[src/rtl/alu_pkg.sv]
// Shared constants, opcode encodings and instruction field layout for the 8-bit ALU
// issue stage.
package alu_pkg;

  localparam int ALU_DW   = 8;
  localparam int ALU_RAW  = 2;
  localparam int ALU_CNTW = 16;
  localparam int ALU_IW   = 16;

  localparam int OP_LSB = 12;
  localparam int RD_LSB = 10;
  localparam int RS_LSB = 8;
  localparam int RT_LSB = 6;

  localparam logic [3:0] OP_NOP  = 4'b0000;
  localparam logic [3:0] OP_ADDI = 4'b0001;
  localparam logic [3:0] OP_SUBI = 4'b0010;
  localparam logic [3:0] OP_ANDI = 4'b0011;
  localparam logic [3:0] OP_ORI  = 4'b0100;
  localparam logic [3:0] OP_XORI = 4'b0101;
  localparam logic [3:0] OP_LLSI = 4'b0110;
  localparam logic [3:0] OP_LRSI = 4'b0111;
  localparam logic [3:0] OP_ADD  = 4'b1000;
  localparam logic [3:0] OP_SUB  = 4'b1001;
  localparam logic [3:0] OP_AND  = 4'b1010;
  localparam logic [3:0] OP_OR   = 4'b1011;
  localparam logic [3:0] OP_XOR  = 4'b1100;
  localparam logic [3:0] OP_LLS  = 4'b1101;
  localparam logic [3:0] OP_ILL  = 4'b1110;
  localparam logic [3:0] OP_LRS  = 4'b1111;

  typedef enum logic [1:0] {
    CLS_NOP,
    CLS_RTYPE,
    CLS_ITYPE,
    CLS_ILLEGAL
  } op_class_e;

  function automatic op_class_e classify_op(input logic [3:0] op);
    if (op == OP_NOP) return CLS_NOP;
    if (op == OP_ILL) return CLS_ILLEGAL;
    if (op[3]) return CLS_RTYPE;
    return CLS_ITYPE;
  endfunction

endpackage

[src/rtl/alu_issue_decode.sv]
// Combinational instruction decode: splits fields and classifies the opcode.
module alu_issue_decode
  import alu_pkg::*;
(
  input  logic [ALU_IW-1:0]  instr,
  output logic [3:0]         op,
  output logic [ALU_RAW-1:0] rd,
  output logic [ALU_RAW-1:0] rs,
  output logic [ALU_RAW-1:0] rt,
  output logic [7:0]         imm8,
  output logic               is_imm,
  output logic               is_nop,
  output logic               is_illegal
);

  op_class_e op_class;

  always_comb begin
    op         = instr[OP_LSB +: 4];
    rd         = instr[RD_LSB +: ALU_RAW];
    rs         = instr[RS_LSB +: ALU_RAW];
    rt         = instr[RT_LSB +: ALU_RAW];
    imm8       = instr[7:0];
    op_class   = classify_op(op);
    is_imm     = (op_class == CLS_ITYPE);
    is_nop     = (op_class == CLS_NOP);
    is_illegal = (op_class == CLS_ILLEGAL);
  end

endmodule

[src/rtl/alu_issue_stage.sv]
// Operand-issue stage in front of the ALU: skid-buffered input, regfile read with
// writeback forwarding, registered operand output with stall-time writeback snooping.
module alu_issue_stage
  import alu_pkg::*;
#(
  parameter int DW   = ALU_DW,
  parameter int RAW  = ALU_RAW,
  parameter int CNTW = ALU_CNTW
) (
  input  logic            clk,
  input  logic            rst_n,
  input  logic            in_valid,
  output logic            in_ready,
  input  logic [15:0]     in_instr,
  output logic [RAW-1:0]  rf_raddr0,
  output logic [RAW-1:0]  rf_raddr1,
  input  logic [DW-1:0]   rf_rdata0,
  input  logic [DW-1:0]   rf_rdata1,
  input  logic            wb_we,
  input  logic [RAW-1:0]  wb_addr,
  input  logic [DW-1:0]   wb_data,
  output logic            ex_valid,
  input  logic            ex_ready,
  output logic [3:0]      ex_op,
  output logic [DW-1:0]   ex_a,
  output logic [DW-1:0]   ex_b,
  output logic [RAW-1:0]  ex_rd,
  output logic            err_illegal,
  output logic [CNTW-1:0] issue_cnt
);

  logic            skid_valid_q, skid_valid_d;
  logic [15:0]     skid_instr_q, skid_instr_d;
  logic            in_ready_q, in_ready_d;
  logic            ex_valid_q, ex_valid_d;
  logic [3:0]      ex_op_q, ex_op_d;
  logic [DW-1:0]   ex_a_q, ex_a_d;
  logic [DW-1:0]   ex_b_q, ex_b_d;
  logic [RAW-1:0]  ex_rd_q, ex_rd_d;
  logic [RAW-1:0]  ex_rs_q, ex_rs_d;
  logic [RAW-1:0]  ex_rt_q, ex_rt_d;
  logic            ex_snoop_b_q, ex_snoop_b_d;
  logic            err_q, err_d;
  logic [CNTW-1:0] cnt_q, cnt_d;

  logic            accept;
  logic            src_valid;
  logic [15:0]     src_instr;
  logic            can_load;
  logic            consume;
  logic            stall;
  logic [3:0]      dec_op;
  logic [RAW-1:0]  dec_rd, dec_rs, dec_rt;
  logic [7:0]      dec_imm8;
  logic            dec_is_imm, dec_is_nop, dec_is_illegal;
  logic [DW-1:0]   fwd_a, fwd_b;

  // The skid entry is always older than anything on the input, so it decodes first.
  assign accept    = in_valid && in_ready_q;
  assign src_valid = skid_valid_q || accept;
  assign src_instr = skid_valid_q ? skid_instr_q : in_instr;
  assign can_load  = !ex_valid_q || ex_ready;
  assign consume   = src_valid && can_load;
  assign stall     = ex_valid_q && !ex_ready;

  alu_issue_decode u_decode (
    .instr      (src_instr),
    .op         (dec_op),
    .rd         (dec_rd),
    .rs         (dec_rs),
    .rt         (dec_rt),
    .imm8       (dec_imm8),
    .is_imm     (dec_is_imm),
    .is_nop     (dec_is_nop),
    .is_illegal (dec_is_illegal)
  );

  assign rf_raddr0 = dec_rs;
  assign rf_raddr1 = dec_rt;
  assign fwd_a     = (wb_we && wb_addr == dec_rs) ? wb_data : rf_rdata0;
  assign fwd_b     = (wb_we && wb_addr == dec_rt) ? wb_data : rf_rdata1;

  always_comb begin
    skid_valid_d = skid_valid_q;
    skid_instr_d = skid_instr_q;
    ex_valid_d   = ex_valid_q;
    ex_op_d      = ex_op_q;
    ex_a_d       = ex_a_q;
    ex_b_d       = ex_b_q;
    ex_rd_d      = ex_rd_q;
    ex_rs_d      = ex_rs_q;
    ex_rt_d      = ex_rt_q;
    ex_snoop_b_d = ex_snoop_b_q;
    err_d        = err_q;
    cnt_d        = cnt_q;

    if (ex_valid_q && ex_ready) cnt_d = cnt_q + 1'b1;

    // A held instruction must not go stale while it waits for the ALU.
    if (stall && wb_we) begin
      if (wb_addr == ex_rs_q) ex_a_d = wb_data;
      if (ex_snoop_b_q && wb_addr == ex_rt_q) ex_b_d = wb_data;
    end

    if (can_load) ex_valid_d = 1'b0;

    if (consume) begin
      if (dec_is_illegal) err_d = 1'b1;
      if (!dec_is_nop && !dec_is_illegal) begin
        ex_valid_d   = 1'b1;
        ex_op_d      = dec_op;
        ex_a_d       = fwd_a;
        ex_b_d       = dec_is_imm ? DW'(dec_imm8) : fwd_b;
        ex_rd_d      = dec_rd;
        ex_rs_d      = dec_rs;
        ex_rt_d      = dec_rt;
        ex_snoop_b_d = !dec_is_imm;
      end
    end

    if (skid_valid_q) begin
      if (can_load) skid_valid_d = 1'b0;
    end else if (accept && !can_load) begin
      skid_valid_d = 1'b1;
      skid_instr_d = in_instr;
    end

    in_ready_d = !skid_valid_d;
  end

  always_ff @(posedge clk or negedge rst_n) begin
    if (!rst_n) begin
      skid_valid_q <= 1'b0;
      skid_instr_q <= '0;
      in_ready_q   <= 1'b0;
      ex_valid_q   <= 1'b0;
      ex_op_q      <= '0;
      ex_a_q       <= '0;
      ex_b_q       <= '0;
      ex_rd_q      <= '0;
      ex_rs_q      <= '0;
      ex_rt_q      <= '0;
      ex_snoop_b_q <= 1'b0;
      err_q        <= 1'b0;
      cnt_q        <= '0;
    end else begin
      skid_valid_q <= skid_valid_d;
      skid_instr_q <= skid_instr_d;
      in_ready_q   <= in_ready_d;
      ex_valid_q   <= ex_valid_d;
      ex_op_q      <= ex_op_d;
      ex_a_q       <= ex_a_d;
      ex_b_q       <= ex_b_d;
      ex_rd_q      <= ex_rd_d;
      ex_rs_q      <= ex_rs_d;
      ex_rt_q      <= ex_rt_d;
      ex_snoop_b_q <= ex_snoop_b_d;
      err_q        <= err_d;
      cnt_q        <= cnt_d;
    end
  end

  assign in_ready    = in_ready_q;
  assign ex_valid    = ex_valid_q;
  assign ex_op       = ex_op_q;
  assign ex_a        = ex_a_q;
  assign ex_b        = ex_b_q;
  assign ex_rd       = ex_rd_q;
  assign err_illegal = err_q;
  assign issue_cnt   = cnt_q;

endmodule

[config.mk]
export PLATFORM = sky130hd
export DESIGN_NAME = alu_issue_stage
export DESIGN_NICKNAME = d
export VERILOG_FILES = /design/src/rtl/alu_pkg.sv /design/src/rtl/alu_issue_decode.sv /design/src/rtl/alu_issue_stage.sv
export SDC_FILE = /design/constraint.sdc
export NUM_CORES = 1
export LEC_CHECK = 0
export CORE_UTILIZATION = 48
export CTS_CLUSTER_DIAMETER = 120
export DETAILED_ROUTE_END_ITERATION = 8
export GPL_TIMING_DRIVEN = 0
export PLACE_DENSITY = 0.8
export SLEW_MARGIN = 40
export SYNTH_ARGS = -nofsm -noshare
export SYNTH_HDL_FRONTEND = slang
export SYNTH_HIERARCHICAL = 1
export SYNTH_SLANG_ARGS = --single-unit
[constraint.sdc]
create_clock -name clk -period 3.1 [get_ports clk]
set_clock_uncertainty 0.15 [all_clocks]
set_input_delay 0.31 -clock clk [delete_from_list [all_inputs] [get_ports clk]]
set_output_delay 0.31 -clock clk [all_outputs]
set_load 0.02 [all_outputs]
==> flow_metrics.py, run 1 <==
metrics = {
    "hold_path": {
        "hold_path_class": "in -> async",
    },
    "drt": {
        "vias_per_cell": 5.21,
        "dr.pass1.iters": 4,
        "drt_iter0_markers": 127,
        "wl_per_cell_um": 15.9,
        "drc": 0,
        "wl_mm": 7.76,
        "ant_nets": 0,
        "num_vias": 2546,
    },
    "logic_synthesis": {
        "synth_top_family_by_area": "multiplexers",
        "yosysSeqAreaShare_pct": 46.9,
        "ys_ff_latch": 63,
        "synth_top_area_share_pct": 46.9,
        "yosys_warnings": 6,
        "synthAdderAreaFrac_pct": 0.372,
        "synth-xor-area-share_pct": 6.44,
        "yosys.area_share.simple_pct": 9.38,
        "syn-mean-instance-area_um2": 11.8,
        "synth_compound_area_share_pct": 11.8,
        "netlist-cell-type-count": 37,
        "syn_area_mm2": 0.00336,
        "synth_area_leaders": "dfrtp_1, mux2_1, mux2_2",
        "synth_nets": 333,
        "muxShareOfSynthArea_pct": 17.1,
        "syn_inst": 285,
        "yosys.area.top_type": "dfrtp_1",
    },
    "sta": {
        "max_freq_ghz": 0.352,
        "relSlewSlack_pct": 48.0,
        "setup_viol": 0,
        "hold_viol_final": 0,
        "drv_slew": 0,
        "rsz0062_at_grt": "no",
        "worst-slew-pin-transition_ps": 775,
        "holdWs_ps": 327,
        "period_share_pct": 91.7,
        "period_needed_ps": 2840,
    },
    "pwr": {
        "leakage_uw": 0.00199,
        "pwr_density_cell_mw_per_mm2": 777,
        "peakVddDrop_uv": 453,
        "finalPower_uw": 3570,
    },
    "layout": {
        "drive_gt1_share_pct": 22.4,
        "num-nets-final": 436,
        "stdcell_count": 489,
        "antenna-diode-count": 0,
        "areaGrowthSynthToFinish_pct": 36.6,
    },
    "worst_setup_path": {
        "start_kind": "flip-flop",
        "end_kind": "flip-flop",
        "worstPathRequired_ps": 3220,
        "crit_fanout": 18,
        "critPathKind": "reg -> reg",
        "crit_arrival_ps": 2960,
    },
    "global_route": {
        "track_usage_pct": 22.7,
        "grt-ovfl-total": 0,
        "antenna_found_initial": 0,
        "grt_pass1_wl_mm": 12.8,
        "grt_max_degree": 36,
        "first_global_vias": 2547,
    },
    "placed_design": {
        "io_buffer_count": 91,
        "finalWeightedCongestion": 0.793,
        "dp.cells": 473,
        "place_hpwl_mm": 5.67,
    },
    "cts": {
        "clock_path_buffers": 2,
        "numCtsBuffers": 9,
        "h-tree-depth": 3,
        "cts_tree": "yes",
        "worstSkewPairLatency_ps": 350,
        "cts.sinks": 63,
        "root_buffer": "clkbuf_8",
        "cts_resized": 0,
        "clk_transition_reported_paths_ps": 80,
    },
    "die": {
        "die_w_um": 85.7,
        "core.rowCount": 30,
        "start_util_pct": 49.5,
        "die-area_mm2": 0.00734,
        "die_h_um": 85.7,
        "ios": 92,
        "core-area_mm2": 0.00679,
    },
    "job": {
        "maxCapViolCount": 0,
    },
    "status": {
        "outcome": "complete, no violations",
    },
}
cells in the mapped netlist:
| master | count |
|---|---|
| nor2b_1 | 2 |
| buf_1 | 1 |
| mux2_2 | 18 |
| xnor2_1 | 11 |
| nor4_2 | 2 |
| and4_1 | 2 |
| clkbuf_1 | 2 |
| o22ai_2 | 8 |
| nand2_1 | 8 |
| o21ai_0 | 8 |
| buf_2 | 9 |
| nor3_1 | 10 |
| nand2_2 | 1 |
| xor2_1 | 10 |
| a21o_4 | 1 |
| and3_1 | 2 |
| or3_1 | 1 |
| a21oi_1 | 9 |
| or2_1 | 1 |
| a41o_1 | 7 |
| buf_4 | 18 |
| mux2i_1 | 8 |
| dfrtp_1 | 63 |
| nor2_1 | 10 |
| ha_1 | 1 |
| nand2b_1 | 2 |
| nand3_1 | 5 |
| a21o_1 | 1 |
| nand4_1 | 2 |
| a221oi_2 | 8 |
| xnor2_2 | 2 |
| nor4_1 | 3 |
| nor3_2 | 1 |
| and4b_2 | 1 |
| nor4_4 | 1 |
| inv_1 | 20 |
| mux2_1 | 26 |
state kept, by name, indices dropped and copies added, names as in the netlist:
signal	flops
ex_a	8
err_illegal	1
skid_instr_q	16
ex_rt_q	2
ex_rs_q	2
ex_b	8
ex_op	4
skid_valid_q	1
ex_snoop_b_q	1
issue_cnt	16
ex_valid	1
in_ready	1
ex_rd	2
where the power goes:
group | internal [µW] | switching (µW) | total, µW
Clock | 289 | 345 | 633
Sequential | 1150 | 207 | 1360
Combinational | 820 | 752 | 1570
cells by family after synthesis:
group,count (synthesis)
AO/OA/AOI/OAI,42
XOR/XNOR,23
adder cells (fa/ha/maj),1
buffers and inverters,50
flip-flops,63
multiplexers,52
AND/OR/NAND/NOR,54
stage by stage:
step / setup WS [ps] / setup TNS [ps] / utilization [%] / instance area (µm²)
after global routing: 90.9 / 0 / 67.6 / 4590
after CTS: 240 / 0 / 67.6 / 4590
after floorplan: 420 / 0 / - / 3360
after detailed placement: -90.2 / -531 / 64.9 / 4410
after global placement: -528 / -33140 / 64.6 / 4390
final: 258 / 0 / 67.6 / 4590
critical path: stages (launching register included):
cell     delay [ps]
dfrtp_1         320
buf_2           390
mux2_2          430
and4b_2         260
nor4_2          310
buf_2           310
buf_2           260
o21ai_0         160
o22ai_2         160
layout by cell type, fill, tap and decap left out, types with 7 or more instances in the layout:
cell,synthesis,routed
clkdlybuf4s50_1,0,90
dfrtp_1,63,63
mux2_1,26,26
inv_1,20,20
buf_4,18,19
mux2_2,18,18
xnor2_1,11,11
nor3_1,10,10
nor2_1,10,10
xor2_1,10,10
buf_2,9,9
a21oi_1,9,9
clkbuf_8,0,9
a221oi_2,8,8
o21ai_0,8,8
nand2_1,8,8
mux2i_1,8,8
o22ai_2,8,8
a41o_1,7,7
final timing paths:
kind	startpoint	endpoint	slack, ps	depth (start not counted)
worst max-delay path	skid_valid_q	ex_b[7]	260	8
worst min-delay path	rst_n	skid_instr_q[2]	330	2
worst max register to register	skid_valid_q	ex_b[7]	260	8
worst min register to register	issue_cnt[15]	issue_cnt[15]	330	1
max in group asynchronous	rst_n	skid_instr_q[13]	1940	3
min in group clk	issue_cnt[15]	issue_cnt[15]	330	1
repair_timing:
| action | in CTS | in global routing |
|---|---|---|
| endpoints found under the setup margin | 17 | 0 |
| hold buffers | 1 | 0 |
| hold endpoints to repair | 34 | 0 |
| setup buffers | 0 | 0 |
metal layers:
| layer | wire length (µm) | track usage, % |
|---|---|---|
| met5 | 0 | 0 |
| met4 | 148 | 8.94 |
| met3 | 426 | 6.45 |
| met2 | 3600 | 34.8 |
| met1 | 3580 | 30.5 |
layout make-up:
class	instances	area (µm²)
Multi-Input combinational cell	172	1520
Clock buffer	9	124
Buffer	29	188
Clock inverter	7	50.0
Inverter	20	75.1
Sequential cell	63	1580
Timing Repair Buffer	93	938
Tap cell	96	120
Fill cell	526	2200
Note: power is estimated with default switching activity, not from simulation.
==> inputs of run 2 (changes only) <==
Settings changed: SETUP_SLACK_MARGIN set to 0.2.
==> run 2 against run 1 <==
Net effect:
- first-iteration DRC count rose by 8.7%
- largest power group unchanged
- combinational power barely moved
- largest cell class unchanged
- maximum frequency rose by 2.5%
- power rose by 0.46%
- worst setup slack improved by 70 ps
- non-clock buffer count rose by 3
- flip-flop and latch count did not move
- critical path type unchanged
==> flow_metrics.py, run 2 (synthesized netlist as in run 1, its figures left out) <==
metrics = {
    "worst_setup_path": {
        "cp_num_buf_inv": 4,
        "crit_arrival_ps": 2850,
        "critPathMostFrequentCell": "buf_4",
        "crit_fanout": 10,
        "reg2reg_from": "skid_valid_q",
        "critPathKind": "reg -> reg",
        "cp-startpoint": "skid_valid_q",
        "end_kind": "flip-flop",
        "cp_slowest_stage_delay_ps": 400,
        "start_kind": "flip-flop",
        "critical-path-top-delay-family": "buffers and inverters",
        "worstPathRequired_ps": 3180,
        "crit_chain": "buf_2 -> buf_4 -> mux2_2 -> and4b_2 -> nor4_2 -> buf_4 -> buf_4 -> mux2_1",
        "cp_slowest_cell": "mux2_2",
    },
    "placed_design": {
        "finalWeightedCongestion": 0.793,
        "dp.cells": 473,
        "io_buffer_count": 91,
        "place_ws_ps": -90.2,
        "place_hpwl_mm": 5.67,
    },
    "sta": {
        "period_share_pct": 89.4,
        "fin_ws_ps": 328,
        "period_needed_ps": 2770,
        "tns_ps": 0,
        "relSlewSlack_pct": 47.7,
        "setup_viol": 0,
        "drv_slew": 0,
        "hold_viol_final": 0,
        "worst-slew-pin-transition_ps": 779,
        "max_freq_ghz": 0.361,
        "rsz0062_at_grt": "no",
    },
    "layout": {
        "fillers": 519,
        "final_common_cell": "clkdlybuf4s50_1",
        "drive_gt1_share_pct": 23.5,
        "areaGrowthSynthToFinish_pct": 37.5,
        "antenna-diode-count": 0,
        "layout_common_cells": "clkdlybuf4s50_1, dfrtp_1, mux2_1",
        "num-nets-final": 439,
        "fin_util_pct": 68.0,
        "stdcell_count": 492,
    },
    "global_route": {
        "grt-ovfl-total": 0,
        "antenna_found_initial": 0,
        "busiest_layer": "met2",
        "grt_util_met2_pct": 34.7,
        "use_met3_pct": 6.45,
        "globalRouteMet1Util_pct": 30.5,
        "grt_pass1_wl_mm": 12.8,
        "track_usage_pct": 22.7,
        "first_global_vias": 2544,
        "grt_max_degree": 36,
    },
    "die": {
        "core.rowCount": 30,
        "start_util_pct": 49.5,
        "core-area_mm2": 0.00679,
        "die-area_mm2": 0.00734,
        "ios": 92,
        "die_h_um": 85.7,
        "die_w_um": 85.7,
    },
    "cts": {
        "clk_transition_reported_paths_ps": 70,
        "cts_tree": "yes",
        "h-tree-depth": 3,
        "cts.sinks": 63,
        "root_buffer": "clkbuf_8",
        "worstSkewPairLatency_ps": 350,
        "clock_path_buffers": 2,
        "numCtsBuffers": 9,
    },
    "job": {
        "maxCapViolCount": 0,
    },
    "hold_path": {
        "hold_path_class": "in -> async",
    },
    "pwr": {
        "pwr_density_cell_mw_per_mm2": 775,
        "leakage_uw": 0.00201,
        "peakVddDrop_uv": 458,
    },
    "drt": {
        "wl_mm": 7.79,
        "drt_iter0_markers": 138,
        "wl_per_cell_um": 15.8,
        "drc": 0,
        "num_vias": 2554,
        "vias_per_cell": 5.19,
        "dr.pass1.iters": 4,
        "ant_nets": 0,
    },
    "status": {
        "outcome": "complete, no violations",
    },
}
[run 2: layout make-up]
| cell class | instances | area [µm²] | area share (%) |
|---|---|---|---|
| Tap cell | 96 | 120 | 2.60 |
| Multi-Input combinational cell | 172 | 1520 | 33.0 |
| Sequential cell | 63 | 1580 | 34.1 |
| Buffer | 30 | 199 | 4.31 |
| Clock buffer | 9 | 124 | 2.68 |
| Inverter | 20 | 75.1 | 1.62 |
| Timing Repair Buffer | 95 | 953 | 20.6 |
| Clock inverter | 7 | 50.0 | 1.08 |
[run 2: stage by stage]
| step | area (µm²) | hold slack, ps | total power, µW |
|---|---|---|---|
| after floorplan | 3360 | -136 | 2280 |
| after global placement | 4390 | 307 | 2890 |
| after detailed placement | 4410 | 154 | 2950 |
| after CTS | 4600 | 316 | 3590 |
| after global routing | 4620 | 339 | 3800 |
| final | 4620 | 306 | 3580 |
[run 2: report_power, final]
part	leakage, µW	switching (µW)	internal (µW)	total [µW]
sequential	0.000758	205	1150	1360
clock	0.0000812	345	289	633
combinational	0.00117	757	833	1590
total	0.00201	1310	2270	3580
[run 2: path summary, 6_finish.rpt]
kind | slack [ps] | endpoint | depth (start not counted)
worst max-delay path | 330 | ex_rd[0] | 8
worst min register to register | 330 | issue_cnt[15] | 1
worst min-delay path | 310 | issue_cnt[15] | 2
max in group asynchronous | 1970 | ex_a[6] | 3
worst max register to register | 330 | ex_rd[0] | 8
min in group clk | 330 | issue_cnt[15] | 1
[run 2: timing repair]
item	in CTS	in global routing
gates resized for setup	3	3
pin swaps	0	0
hold buffers	1	0
hold endpoints to repair	34	0
endpoints found under the setup margin	32	17
buffers inserted	0	2
[run 2: layer usage]
| layer | routed length (µm) | vias to the layer above |
|---|---|---|
| met5 | 0 | - |
| met1 | 3510 | 1256 |
| met3 | 461 | 13 |
| met4 | 146 | 0 |
| met2 | 3670 | 80 |
| li1 | - | 1205 |
